## src/rtl/mem_stage_pkg.sv

```systemverilog
// Shared types and codes for the memory stage and its load aligner.
package mem_stage_pkg;

    typedef enum logic [1:0] {
        IDLE = 2'b00,
        REQ  = 2'b01,
        DONE = 2'b10
    } state_t;

    localparam logic [1:0] SZ_B = 2'b00;
    localparam logic [1:0] SZ_H = 2'b01;
    localparam logic [1:0] SZ_W = 2'b10;

    localparam logic [1:0] EXC_MISALIGN = 2'b01;
    localparam logic [1:0] EXC_TIMEOUT  = 2'b10;
    localparam logic [1:0] EXC_SIZE     = 2'b11;

    function automatic logic [3:0] byte_en(
        input logic [1:0] sz,
        input logic [1:0] off
    );
        logic [3:0] be;
        case (sz)
            SZ_B:    be = 4'b0001 << off;
            SZ_H:    be = off[1] ? 4'b1100 : 4'b0011;
            default: be = 4'b1111;
        endcase
        return be;
    endfunction

    function automatic logic misaligned(
        input logic [1:0] sz,
        input logic [1:0] off
    );
        logic m;
        case (sz)
            SZ_H:    m = off[0];
            SZ_W:    m = (off != 2'b00);
            default: m = 1'b0;
        endcase
        return m;
    endfunction

endpackage

```

## src/rtl/mem_stage_load_align.sv

```systemverilog
// Lane select and sign/zero extension of a 32-bit read word.
module load_align
    import mem_stage_pkg::*;
(
    input  logic [31:0] rdata,
    input  logic [1:0]  off,
    input  logic [1:0]  size,
    input  logic        is_unsigned,
    output logic [31:0] data
);

    logic [7:0]  b;
    logic [15:0] h;

    always_comb begin
        case (off)
            2'd0:    b = rdata[7:0];
            2'd1:    b = rdata[15:8];
            2'd2:    b = rdata[23:16];
            default: b = rdata[31:24];
        endcase
        h = off[1] ? rdata[31:16] : rdata[15:0];
        case (size)
            SZ_B:    data = {{24{b[7] & ~is_unsigned}}, b};
            SZ_H:    data = {{16{h[15] & ~is_unsigned}}, h};
            default: data = rdata;
        endcase
    end

endmodule

```

## src/rtl/mem_stage.sv

```systemverilog
// Memory stage: ALU passthrough, one outstanding load/store with timeout.
module mem_stage
    import mem_stage_pkg::*;
#(
    parameter int ACK_TIMEOUT = 15
) (
    input  logic        clk,
    input  logic        rst,
    input  logic        ex_valid,
    input  logic [31:0] alu_res,
    input  logic [31:0] B_res,
    input  logic [31:0] PC_res,
    input  logic        mem_rd,
    input  logic        mem_wr,
    input  logic [1:0]  mem_size,
    input  logic        mem_unsigned,
    input  logic [4:0]  rd,
    input  logic        reg_wr,
    output logic        ex_stall,
    output logic        dmem_req,
    output logic        dmem_we,
    output logic [31:0] dmem_addr,
    output logic [31:0] dmem_wdata,
    output logic [3:0]  dmem_be,
    input  logic        dmem_ack,
    input  logic [31:0] dmem_rdata,
    output logic        wb_valid,
    output logic [31:0] wb_data,
    output logic [4:0]  wb_rd,
    output logic        wb_we,
    output logic [31:0] wb_pc,
    output logic        exc_valid,
    output logic [1:0]  exc_cause
);

    localparam int CW = $clog2(ACK_TIMEOUT + 1);

    state_t      state_q, state_d;
    logic [CW-1:0] cnt_q, cnt_d;
    logic [31:0] addr_q, addr_d;
    logic [31:0] wdata_q, wdata_d;
    logic [3:0]  be_q, be_d;
    logic        we_q, we_d;
    logic [1:0]  size_q, size_d;
    logic        uns_q, uns_d;
    logic [4:0]  rd_q, rd_d;
    logic        regwr_q, regwr_d;
    logic [31:0] pc_q, pc_d;
    logic        wbv_q, wbv_d;
    logic [31:0] wbd_q, wbd_d;
    logic [4:0]  wbr_q, wbr_d;
    logic        wbw_q, wbw_d;
    logic [31:0] wbp_q, wbp_d;
    logic        excv_q, excv_d;
    logic [1:0]  excc_q, excc_d;
    logic [31:0] ld_data;

    load_align u_align (
        .rdata       (dmem_rdata),
        .off         (addr_q[1:0]),
        .size        (size_q),
        .is_unsigned (uns_q),
        .data        (ld_data)
    );

    always_comb begin
        state_d = state_q;
        cnt_d   = cnt_q;
        addr_d  = addr_q;
        wdata_d = wdata_q;
        be_d    = be_q;
        we_d    = we_q;
        size_d  = size_q;
        uns_d   = uns_q;
        rd_d    = rd_q;
        regwr_d = regwr_q;
        pc_d    = pc_q;
        wbv_d   = 1'b0;
        wbd_d   = wbd_q;
        wbr_d   = wbr_q;
        wbw_d   = 1'b0;
        wbp_d   = wbp_q;
        excv_d  = 1'b0;
        excc_d  = excc_q;
        case (state_q)
            IDLE: begin
                if (ex_valid && !(mem_rd || mem_wr)) begin
                    wbv_d = 1'b1;
                    wbd_d = alu_res;
                    wbr_d = rd;
                    wbw_d = reg_wr;
                    wbp_d = PC_res;
                end else if (ex_valid) begin
                    wbp_d = PC_res;
                    if (mem_size == 2'b11) begin
                        excv_d = 1'b1;
                        excc_d = EXC_SIZE;
                    end else if (misaligned(mem_size, alu_res[1:0])) begin
                        excv_d = 1'b1;
                        excc_d = EXC_MISALIGN;
                    end else begin
                        state_d = REQ;
                        cnt_d   = '0;
                        addr_d  = alu_res;
                        be_d    = byte_en(mem_size, alu_res[1:0]);
                        we_d    = mem_wr;
                        size_d  = mem_size;
                        uns_d   = mem_unsigned;
                        rd_d    = rd;
                        regwr_d = reg_wr & ~mem_wr;
                        pc_d    = PC_res;
                        case (mem_size)
                            SZ_B:    wdata_d = {4{B_res[7:0]}};
                            SZ_H:    wdata_d = {2{B_res[15:0]}};
                            default: wdata_d = B_res;
                        endcase
                    end
                end
            end
            REQ: begin
                // ack takes priority over the timeout on the final cycle
                if (dmem_ack) begin
                    state_d = DONE;
                    wbv_d   = 1'b1;
                    wbd_d   = we_q ? 32'h0 : ld_data;
                    wbr_d   = rd_q;
                    wbw_d   = regwr_q;
                    wbp_d   = pc_q;
                end else if (int'(cnt_q) >= ACK_TIMEOUT - 1) begin
                    state_d = IDLE;
                    excv_d  = 1'b1;
                    excc_d  = EXC_TIMEOUT;
                end else begin
                    cnt_d = cnt_q + CW'(1);
                end
            end
            DONE: state_d = IDLE;
            default: state_d = IDLE;
        endcase
    end

    always_ff @(posedge clk or posedge rst) begin
        if (rst) begin
            state_q <= IDLE;
            cnt_q   <= '0;
            addr_q  <= '0;
            wdata_q <= '0;
            be_q    <= '0;
            we_q    <= 1'b0;
            size_q  <= '0;
            uns_q   <= 1'b0;
            rd_q    <= '0;
            regwr_q <= 1'b0;
            pc_q    <= '0;
            wbv_q   <= 1'b0;
            wbd_q   <= '0;
            wbr_q   <= '0;
            wbw_q   <= 1'b0;
            wbp_q   <= '0;
            excv_q  <= 1'b0;
            excc_q  <= '0;
        end else begin
            state_q <= state_d;
            cnt_q   <= cnt_d;
            addr_q  <= addr_d;
            wdata_q <= wdata_d;
            be_q    <= be_d;
            we_q    <= we_d;
            size_q  <= size_d;
            uns_q   <= uns_d;
            rd_q    <= rd_d;
            regwr_q <= regwr_d;
            pc_q    <= pc_d;
            wbv_q   <= wbv_d;
            wbd_q   <= wbd_d;
            wbr_q   <= wbr_d;
            wbw_q   <= wbw_d;
            wbp_q   <= wbp_d;
            excv_q  <= excv_d;
            excc_q  <= excc_d;
        end
    end

    assign ex_stall   = (state_q != IDLE);
    assign dmem_req   = (state_q == REQ);
    assign dmem_we    = dmem_req & we_q;
    assign dmem_addr  = {addr_q[31:2], 2'b00};
    assign dmem_wdata = wdata_q;
    assign dmem_be    = be_q;
    assign wb_valid   = wbv_q;
    assign wb_data    = wbd_q;
    assign wb_rd      = wbr_q;
    assign wb_we      = wbw_q;
    assign wb_pc      = wbp_q;
    assign exc_valid  = excv_q;
    assign exc_cause  = excc_q;

endmodule

```

## config.mk

```make
export PLATFORM = sky130hd
export DESIGN_NAME = mem_stage
export DESIGN_NICKNAME = d
export VERILOG_FILES = /design/src/rtl/mem_stage_pkg.sv /design/src/rtl/mem_stage_load_align.sv /design/src/rtl/mem_stage.sv
export SDC_FILE = /design/constraint.sdc
export NUM_CORES = 1
export LEC_CHECK = 0
export BUFFER_PORTS_ARGS = -buffer_cell sky130_fd_sc_hd__buf_2
export CAP_MARGIN = 20
export CORE_ASPECT_RATIO = 1.4
export CORE_MARGIN = 5
export CORE_UTILIZATION = 45
export DETAILED_ROUTE_END_ITERATION = 12
export HOLD_SLACK_MARGIN = 0.03
export PLACE_DENSITY = 0.8
export REMOVE_ABC_BUFFERS = 1
export SLEW_MARGIN = 10
export SYNTH_ARGS = -nofsm -noshare
export SYNTH_HDL_FRONTEND = slang
export SYNTH_HIERARCHICAL = 1
export SYNTH_SLANG_ARGS = --single-unit
```

## constraint.sdc

```tcl
create_clock -name clk -period 6.9 [get_ports clk]
set_input_delay 1.38 -clock clk [delete_from_list [all_inputs] [get_ports clk]]
set_output_delay 1.38 -clock clk [all_outputs]
set_load 0.01 [all_outputs]
```

==> results of run 1 <==
synthesized netlist by cell type, drive strengths merged, types with 2 or more instances:
library cell / instances
dfrtp: 190
nand2: 104
mux2: 80
a21oi: 78
buf: 69
o21ai: 68
mux2i: 55
nor2: 43
and3: 31
clkbuf: 30
o211ai: 19
a22oi: 17
inv: 12
nor2b: 9
a22o: 8
o221ai: 8
o22a: 7
a31oi: 6
ha: 6
nand3: 6
nand2b: 4
nor3: 3
or2: 3
and2: 2
nor3b: 2
logic make-up (layout without fill, tap and decap cells):
family | after synthesis | in the layout | share of synthesized area
flops | 190 | 190 | 0.513
mux | 135 | 135 | 0.157
buf+inv | 112 | 337 | 0.0685
other cells | 1 | 6 | 0.000405
compound gates | 216 | 216 | 0.150
simple gates | 210 | 210 | 0.102
fa+ha+maj | 6 | 6 | 0.00811
xor+xnor | 1 | 1 | 0.000946
through the flow:
| step | total power, uW | utilization | std cells | cell area [sq um] |
|---|---|---|---|---|
| 6_report | 4390 | 0.547 | 1357 | 11200 |
| 5_1_grt | 4680 | 0.547 | 1357 | 11200 |
| 4_1_cts | 4430 | 0.546 | 1352 | 11100 |
| 3_5_place_dp | 3360 | 0.515 | 1320 | 10500 |
| 3_3_place_gp | 3290 | 0.515 | 1320 | 10500 |
| 2_1_floorplan | 2720 | - | 773 | 8680 |
cells in the final DEF, fill, tap and decap left out, types with 5 or more instances in the layout:
cell / instances
buf_4: 5
a22o_1: 8
mux2i_1: 55
nor2_1: 42
o211ai_1: 9
nand3_1: 6
nor2b_1: 9
ha_1: 6
dfrtp_1: 190
clkbuf_16: 17
nand2_1: 104
a31oi_1: 6
o211ai_2: 10
and3_1: 31
inv_1: 10
a21oi_2: 12
o221ai_1: 8
a22oi_1: 17
mux2_2: 80
a21oi_1: 65
buf_2: 285
o22a_1: 7
o21ai_0: 68
worst max-delay path, stage by stage, from the launching register on:
cell and delay [ns]:
dfrtp_1 0.50, nand2b_4 0.84, inv_2 0.07, buf_2 0.18
area by class of cell:
cell class | count | area (sq um)
Sequential cell | 190 | 4750
Inverter | 13 | 56.3
Fill cell | 1805 | 9230
Antenna cell | 4 | 10.0
Clock buffer | 18 | 429
Clock inverter | 14 | 205
Timing Repair Buffer | 292 | 1500
Tap cell | 256 | 320
Multi-Input combinational cell | 570 | 3890
path summary, 6_finish.rpt:
path	cells past startpoint	slack, ns	endpoint
worst max-delay path	3	3.38	dmem_req
min in group asynchronous	2	1.05	addr_q[5]$_DFFE_PP0P_
worst min-delay path	2	0.48	dmem_be[3]$_DFFE_PP0P_
worst min register to register	2	0.48	dmem_be[3]$_DFFE_PP0P_
worst max register to register	7	3.81	wb_data[12]$_DFFE_PP0P_
max in group asynchronous	3	4.46	wb_data[29]$_DFFE_PP0P_
per-layer routing:
layer	global-route usage	part of all wire	wire length, um
met3	0.0386	0.055	1340
met5	0	0	0
met1	0.246	0.39	9450
met4	0.104	0.035	853
met2	0.344	0.52	12600
power by group:
part           switching, uW  leakage (uW)  internal (uW)  total, uW
Sequential               240       0.00226           1530       1770
Combinational            867       0.00301            683       1550
Clock                    446      0.000301            615       1060
sequential cells by signal, summed over array words and instances, names as in the netlist, 4 cells and up:
name and flops:
addr_q 32, cnt_q 4, dmem_be 4, dmem_wdata 32
pc_q 32, rd_q 5, wb_data 32, wb_pc 32
wb_rd 5
==> results.py, run 1 <==
metrics = {
    "detailed_routing": {
        "wl_per_cell_um": 17.9,
        "drt_iter0_drc": 624,
        "detail-route-antenna-nets": 0,
        "firstDrtPassIters": 5,
        "routed_wirelength_um": 24300,
        "vias_per_cell": 5.35,
        "num_vias": 7259,
        "route.detailed.drc": 0,
    },
    "synth": {
        "synthArstFlopShare": 1.00,
        "synth_cell_types": 43,
        "synth_top_area_share": 0.513,
        "ys_warn_count": 6,
        "synth_top_cells_by_area": "dfrtp_1 51%, mux2_2 9.7%, mux2i_1 5.9%",
        "syn_area_per_cell_sq_um": 10.6,
        "syn_area_sq_um": 9260,
        "seq_area_frac_synth": 0.513,
        "synth_top_area_cell": "dfrtp_1",
        "synth-main-ff-cell": "dfrtp_1",
        "synth-edff-count": 0,
        "ys_seq_elements": 190,
        "synthCells": 871,
    },
    "clock_network": {
        "cts_hold_buf": 0,
        "cts_tree": "done",
        "htreeDepth": 4,
        "cts_num_sinks": 190,
        "post_cts_buffers": 0,
        "post_cts_resized": 0,
        "clock_path_buffers": 2,
        "cts-root-buf": "clkbuf_16",
        "clkLatencyLatePin_ns": 0.43,
        "cts_inserted_buffers": 17,
        "cts.clk_slew.worst_paths_ns": 0.07,
    },
    "sta": {
        "timing.fmax_ghz": 0.284,
        "slew_viol_final": 0,
        "whs_ns": 0.477,
        "fin_setup_tns_ns": 0,
        "timing.final.crit_share": 0.509,
        "skew_ns": 0.0111,
        "rsz0062_at_grt": "false",
        "tightest_slew_ns": 1.08,
        "period_minus_slack_ns": 3.52,
        "final.setup.worst_slack_ns": 3.38,
        "slew_headroom": 0.283,
        "setup_viol": 0,
        "hold_viol": 0,
    },
    "power_and_ir_drop": {
        "ir_drop_v": 0.000199,
        "p_per_area_nw_per_um2": 393,
        "p_leak_uw": 0.00557,
    },
    "die": {
        "num_rows": 62,
        "die_h_um": 180,
        "dieArea_sq_um": 23600,
        "start_util": 0.454,
        "pin_count": 288,
        "die_x_um": 131,
        "coreArea_sq_um": 20400,
    },
    "grt": {
        "grt_pass1_wl_um": 39300,
        "grt_use_total": 0.203,
        "grt_pass1_vias": 7693,
        "antenna_found_initial": 4,
        "grt_max_degree": 140,
        "grt.overflow.total": 0,
    },
    "worst_setup_path": {
        "cp_data_arrival_time_ns": 2.14,
        "worstReg2RegStart": "addr_q[1]$_DFFE_PP0P_",
        "crit_path_max_fanout": 71,
        "startpoint_type": "flop",
        "crit_start": "state_q[1]$_DFFE_PP0P_",
        "cp.required_ns": 5.52,
        "end_kind": "output port",
        "crit_type": "reg2out",
    },
    "outcome": {
        "status": "completed",
    },
    "flow_run": {
        "cap_viol_max_count": 0,
    },
    "cells_and_area": {
        "layout.nets": 1233,
        "drive_gt1_frac": 0.397,
        "synthToLayoutAreaGrowth_pct": 20.6,
    },
    "placement": {
        "dp_hpwl_um": 17200,
        "routabilityCongestion": 0.799,
        "place_ws_ns": 3.13,
        "port-buffer-count": 285,
    },
    "hold_path": {
        "min_path_type": "reg2reg",
        "worstHoldStart": "dmem_be[3]$_DFFE_PP0P_",
    },
}
No activity file was read; power rests on OpenSTA's default activity.
==> run 2: changes to the inputs <==
--- a/config.mk
+++ b/config.mk
@@ -5,6 +5,7 @@
 export SDC_FILE = /design/constraint.sdc
 export NUM_CORES = 1
 export LEC_CHECK = 0
+export ABC_AREA = 1
 export BUFFER_PORTS_ARGS = -buffer_cell sky130_fd_sc_hd__buf_2
 export CAP_MARGIN = 20
 export CORE_ASPECT_RATIO = 1.4
@@ -12,7 +13,7 @@
 export CORE_UTILIZATION = 45
 export DETAILED_ROUTE_END_ITERATION = 12
 export HOLD_SLACK_MARGIN = 0.03
-export PLACE_DENSITY = 0.8
+export PLACE_DENSITY = 0.77
 export REMOVE_ABC_BUFFERS = 1
 export SLEW_MARGIN = 10
 export SYNTH_ARGS = -nofsm -noshare
==> constraint.sdc (replaced) <==
create_clock -name clk -period 3.4 [get_ports clk]
set_input_delay 0.68 -clock clk [delete_from_list [all_inputs] [get_ports clk]]
set_output_delay 0.68 -clock clk [all_outputs]
set_load 0.01 [all_outputs]
==> results.py, run 2 <==
metrics = {
    "outcome": {
        "status": "completed",
    },
    "placement": {
        "placed_cells": 1608,
        "port-buffer-count": 285,
        "place_ws_ns": 0.745,
        "dp_hpwl_um": 18200,
        "routabilityCongestion": 0.853,
    },
    "worst_setup_path": {
        "cp_data_arrival_time_ns": 1.73,
        "crit_type": "reg2out",
        "startpoint_type": "flop",
        "crit_path_max_fanout": 39,
        "rrSetupSlack_ns": 1.03,
        "end_kind": "output port",
        "cp.required_ns": 2.72,
    },
    "grt": {
        "grtUsageMet1": 0.250,
        "met3_usage": 0.0551,
        "gr-usage-met2": 0.367,
        "antenna_found_initial": 6,
        "grt_pass1_vias": 8134,
        "grt_max_degree": 98,
        "grt_pass1_wl_um": 41500,
        "busiest_layer": "met2",
        "grt.overflow.total": 0,
        "grt_use_total": 0.212,
    },
    "power_and_ir_drop": {
        "p_total_uw": 8780,
        "p_leak_uw": 0.00603,
        "ir_drop_v": 0.000417,
        "p_per_area_nw_per_um2": 777,
    },
    "clock_network": {
        "htreeDepth": 4,
        "clock_path_buffers": 2,
        "cts_num_sinks": 190,
        "cts.clk_slew.worst_paths_ns": 0.07,
        "post_cts_buffers": 0,
        "post_cts_resized": 0,
        "clkLatencyLatePin_ns": 0.44,
        "cts-root-buf": "clkbuf_16",
        "cts_inserted_buffers": 17,
        "cts_hold_buf": 0,
        "cts_tree": "done",
    },
    "detailed_routing": {
        "detail-route-antenna-nets": 0,
        "routed_wirelength_um": 25600,
        "route.detailed.drc": 0,
        "num_vias": 8314,
        "firstDrtPassIters": 6,
        "wl_per_cell_um": 15.6,
        "drt_iter0_drc": 593,
        "vias_per_cell": 5.06,
    },
    "sta": {
        "timing.final.crit_share": 0.709,
        "slew_viol_final": 0,
        "rsz0062_at_grt": "false",
        "slew_headroom": 0.527,
        "final.setup.worst_slack_ns": 0.988,
        "skew_ns": 0.00781,
        "timing.fmax_ghz": 0.415,
        "fin_setup_tns_ns": 0,
        "period_minus_slack_ns": 2.41,
        "whs_ns": 0.328,
        "hold_viol": 0,
        "setup_viol": 0,
        "tightest_slew_ns": 0.709,
    },
    "synth": {
        "post-synth-top-count-cell": "nand2_1",
        "synth_top_area_share": 0.506,
        "yosys-top-cells-count": "335 x nand2_1, 190 x dfrtp_1, 109 x o21ai_1, 106 x inv_1, 91 x nor2_1",
        "synth_top_cells_by_area": "dfrtp_1 51%, nand2_1 13%, o21ai_1 5.8%",
        "syn_area_sq_um": 9400,
        "seq_area_frac_synth": 0.506,
        "syn_area_per_cell_sq_um": 8.13,
        "synth-edff-count": 0,
        "synth_top_area_cell": "dfrtp_1",
        "synthCells": 1156,
        "ys_seq_elements": 190,
        "synthArstFlopShare": 1.00,
        "ys_warn_count": 6,
        "synth-main-ff-cell": "dfrtp_1",
        "synth_cell_types": 33,
    },
    "cells_and_area": {
        "synthToLayoutAreaGrowth_pct": 20.3,
        "final_cell_mix": "334 x nand2_1, 285 x buf_2, 190 x dfrtp_1",
        "drive_gt1_frac": 0.270,
        "layout_commonest_cell": "nand2_1",
        "fin_cells": 1644,
        "n_fill_cell": 1922,
        "layout.nets": 1520,
    },
    "die": {
        "num_rows": 62,
        "pin_count": 288,
        "coreArea_sq_um": 20600,
        "die_x_um": 132,
        "dieArea_sq_um": 23900,
        "die_h_um": 181,
        "start_util": 0.457,
    },
    "flow_run": {
        "cap_viol_max_count": 0,
    },
    "hold_path": {
        "min_path_type": "in2async",
    },
}
run 2: changes by cell type in the layout (fill, tap and decap cells not counted), sizes merged, moves of 44 or more:
cell,delta
nand2,+236
inv,+98
mux2,-80
nand3,+66
a31oi,+63
mux2i,-55
nor2,+51
o21ai,+51
a21oi,-44
run 2: cell families (layout without fill, tap and decap cells):
group	after synthesis	in the layout	share of synthesized area
xor gates and xnor gates	2	2	0.00186
adders and majority gates	6	6	0.00799
buffers and inverters	216	443	0.114
other	1	6	0.000399
and+or+nand+nor	511	511	0.235
AOI/OAI and AO/OA	230	230	0.135
DFF	190	190	0.506
run 2: layer usage:
| layer | wire, um | vias to the layer above |
|---|---|---|
| met5 | 53 | - |
| met4 | 690 | 6 |
| met3 | 1550 | 48 |
| met2 | 13100 | 251 |
| met1 | 10200 | 3889 |
| li1 | - | 4120 |
run 2: path summary, 6_finish.rpt:
| kind | from | end | depth (start not counted) |
|---|---|---|---|
| max | state_q[1]$_DFFE_PP0P_ | dmem_req | 3 |
| min | rst | cnt_q[1]$_DFFE_PP0P_ | 2 |
| max reg2reg | addr_q[1]$_DFFE_PP0P_ | wb_data[16]$_DFFE_PP0P_ | 8 |
| min reg2reg | addr_q[21]$_DFFE_PP0P_ | addr_q[21]$_DFFE_PP0P_ | 2 |
| max in group asynchronous | rst | wb_pc[28]$_DFFE_PP0P_ | 3 |
| min in group clk | reg_wr | regwr_q$_DFFE_PP0P_ | 3 |
run 2: area by class of cell:
cell class | count | area, sq um | area share
antenna | 4 | 10.0 | 0.000886
clock buffer | 18 | 439 | 0.0389
clock inverter | 14 | 185 | 0.0164
inverter | 113 | 434 | 0.0384
multi-input combinational | 751 | 3580 | 0.317
sequential | 190 | 4750 | 0.421
tap | 256 | 320 | 0.0283
timing repair buffer | 298 | 1570 | 0.139
run 2: power by group:
group	switching [uW]	internal, uW	total, uW
registers	514	3080	3600
logic	1860	1200	3060
clock network	928	1190	2120
run 2: metrics by stage:
step,instance area [sq um],util
2_1_floorplan,8760,-
3_3_place_gp,10700,0.519
3_5_place_dp,10700,0.519
4_1_cts,11300,0.549
5_1_grt,11300,0.550
6_report,11300,0.550
run 2: worst max-delay path, stage by stage (launching register included):
cell,delay [ns]
dfrtp_1,0.46
nor2_8,0.18
buf_4,0.41
buf_2,0.22
==> run 3: changes to the inputs <==
--- a/config.mk
+++ b/config.mk
@@ -5,7 +5,7 @@
 export SDC_FILE = /design/constraint.sdc
 export NUM_CORES = 1
 export LEC_CHECK = 0
-export ABC_AREA = 1
+export ABC_AREA = 0
 export BUFFER_PORTS_ARGS = -buffer_cell sky130_fd_sc_hd__buf_2
 export CAP_MARGIN = 20
 export CORE_ASPECT_RATIO = 1.4
@@ -13,7 +13,7 @@
 export CORE_UTILIZATION = 45
 export DETAILED_ROUTE_END_ITERATION = 12
 export HOLD_SLACK_MARGIN = 0.03
-export PLACE_DENSITY = 0.77
+export PLACE_DENSITY = 0.78
 export REMOVE_ABC_BUFFERS = 1
 export SLEW_MARGIN = 10
 export SYNTH_ARGS = -nofsm -noshare
==> constraint.sdc (replaced) <==
create_clock -name clk -period 2.4 [get_ports clk]
set_input_delay 0.48 -clock clk [delete_from_list [all_inputs] [get_ports clk]]
set_output_delay 0.48 -clock clk [all_outputs]
set_load 0.01 [all_outputs]
==> results.py, run 3 (synthesis gave the netlist of run 1 again) <==
metrics = {
    "die": {
        "pin_count": 288,
        "coreArea_sq_um": 20400,
        "die_x_um": 131,
        "dieArea_sq_um": 23600,
        "num_rows": 62,
        "start_util": 0.454,
        "die_h_um": 180,
    },
    "worst_setup_path": {
        "startpoint_type": "flop",
        "rrSetupSlack_ns": 0.24,
        "end_kind": "output port",
        "crit_type": "reg2out",
        "ff2ff_path_depth": 6,
        "r2r-end": "wb_data[21]$_DFFE_PP0P_",
        "cp.required_ns": 1.92,
        "worstReg2RegStart": "addr_q[1]$_DFFE_PP0P_",
        "cp_data_arrival_time_ns": 1.69,
        "crit_path_max_fanout": 20,
    },
    "clock_network": {
        "cts_num_sinks": 190,
        "cts_hold_buf": 0,
        "clkLatencyLatePin_ns": 0.44,
        "htreeDepth": 4,
        "cts_tree": "done",
        "clock_path_buffers": 2,
        "post_cts_resized": 0,
        "cts_inserted_buffers": 17,
        "cts.clk_slew.worst_paths_ns": 0.07,
        "post_cts_buffers": 0,
        "cts-root-buf": "clkbuf_16",
    },
    "sta": {
        "tightest_slew_ns": 0.717,
        "rsz0062_at_grt": "false",
        "skew_ns": 0.0120,
        "timing.fmax_ghz": 0.460,
        "timing.final.crit_share": 0.905,
        "period_minus_slack_ns": 2.17,
        "setup_viol": 0,
        "hold_viol": 0,
        "slew_viol_final": 0,
        "final.setup.worst_slack_ns": 0.228,
        "slew_headroom": 0.522,
        "whs_ns": 0.106,
    },
    "grt": {
        "grt_pass1_vias": 7383,
        "grt_pass1_wl_um": 39700,
        "met3_usage": 0.0487,
        "busiest_layer": "met2",
        "gr-usage-met2": 0.354,
        "grt_max_degree": 76,
        "grt.overflow.total": 0,
        "grtUsageMet1": 0.254,
        "grt_use_total": 0.207,
        "antenna_found_initial": 1,
    },
    "flow_run": {
        "cap_viol_max_count": 0,
    },
    "detailed_routing": {
        "route.detailed.drc": 0,
        "detail-route-antenna-nets": 0,
        "firstDrtPassIters": 7,
        "wl_per_cell_um": 17.9,
        "num_vias": 7209,
        "routed_wirelength_um": 24500,
        "drt_iter0_drc": 402,
        "vias_per_cell": 5.25,
    },
    "placement": {
        "port-buffer-count": 285,
        "dpl-instance-area_sq_um": 10700,
        "dp_hpwl_um": 18100,
        "routabilityCongestion": 0.822,
        "place_ws_ns": 0.161,
    },
    "power_and_ir_drop": {
        "p_total_uw": 12700,
        "p_leak_uw": 0.00570,
        "p_per_area_nw_per_um2": 1110,
        "ir_drop_v": 0.000550,
    },
    "cells_and_area": {
        "final_cell_mix": "285 x buf_2, 190 x dfrtp_1, 104 x nand2_1",
        "fin_area_sq_um": 11400,
        "fin_util": 0.557,
        "layout_commonest_cell": "buf_2",
        "n_fill_cell": 1795,
        "layout.nets": 1252,
        "multiInputGateArea_sq_um": 3890,
        "synthToLayoutAreaGrowth_pct": 22.8,
        "drive_gt1_frac": 0.407,
        "final-seq-area_sq_um": 4750,
    },
    "outcome": {
        "status": "completed",
    },
    "hold_path": {
        "min_path_type": "in2async",
    },
}
[run 3: changes by cell type in the layout (fill, tap and decap cells not counted), moves of 48 or more]
cell / change
inv_1: -95
nand2_1: -230
mux2i_1: +55
mux2_2: +80
nor2_1: -48
o21ai_1: -109
o21ai_0: +58
a31oi_1: -63
[run 3: metrics by stage]
| step | cells | TNS, ns |
|---|---|---|
| finish | 1373 | 0 |
| detailed placement | 1340 | 0 |
| CTS | 1372 | 0 |
| global route | 1373 | 0 |
| floorplan | 773 | -1065.07 |
| global placement | 1340 | 0 |
[run 3: worst max path at each step]
stage,start,to,slack [ns]
floorplan,mem_size[1],addr_q[0]$_DFFE_PP0P_,-3.44
detailed placement,mem_size[1],addr_q[25]$_DFFE_PP0P_,0.16
global placement,mem_size[1],addr_q[25]$_DFFE_PP0P_,0.25
global route,addr_q[1]$_DFFE_PP0P_,wb_data[21]$_DFFE_PP0P_,0.04
CTS,state_q[1]$_DFFE_PP0P_,dmem_req,0.05
finish,state_q[1]$_DFFE_PP0P_,dmem_req,0.23
[run 3: final cells by class]
cell class,count,share of cell area
inverter,13,0.00517
timing repair buffer,311,0.151
clock buffer,22,0.0435
tap,256,0.0282
multi-input combinational,570,0.342
sequential,190,0.418
clock inverter,10,0.0109
antenna,1,0.000220
[run 3: per-layer routing]
layer | vias to the layer above | wire (um)
met2 | 224 | 12700
met3 | 32 | 1430
li1 | 3477 | -
met4 | 0 | 595
met5 | - | 0
met1 | 3476 | 9820
[run 3: where the power goes]
part	internal, uW	switching [uW]
clock network	1690	1280
logic	2070	2510
registers	4410	678
[run 3: critical path: stages (launching register included)]
cell and delay (ns):
dfrtp_1 0.47, nand2b_4 0.33, inv_4 0.26, buf_2 0.18
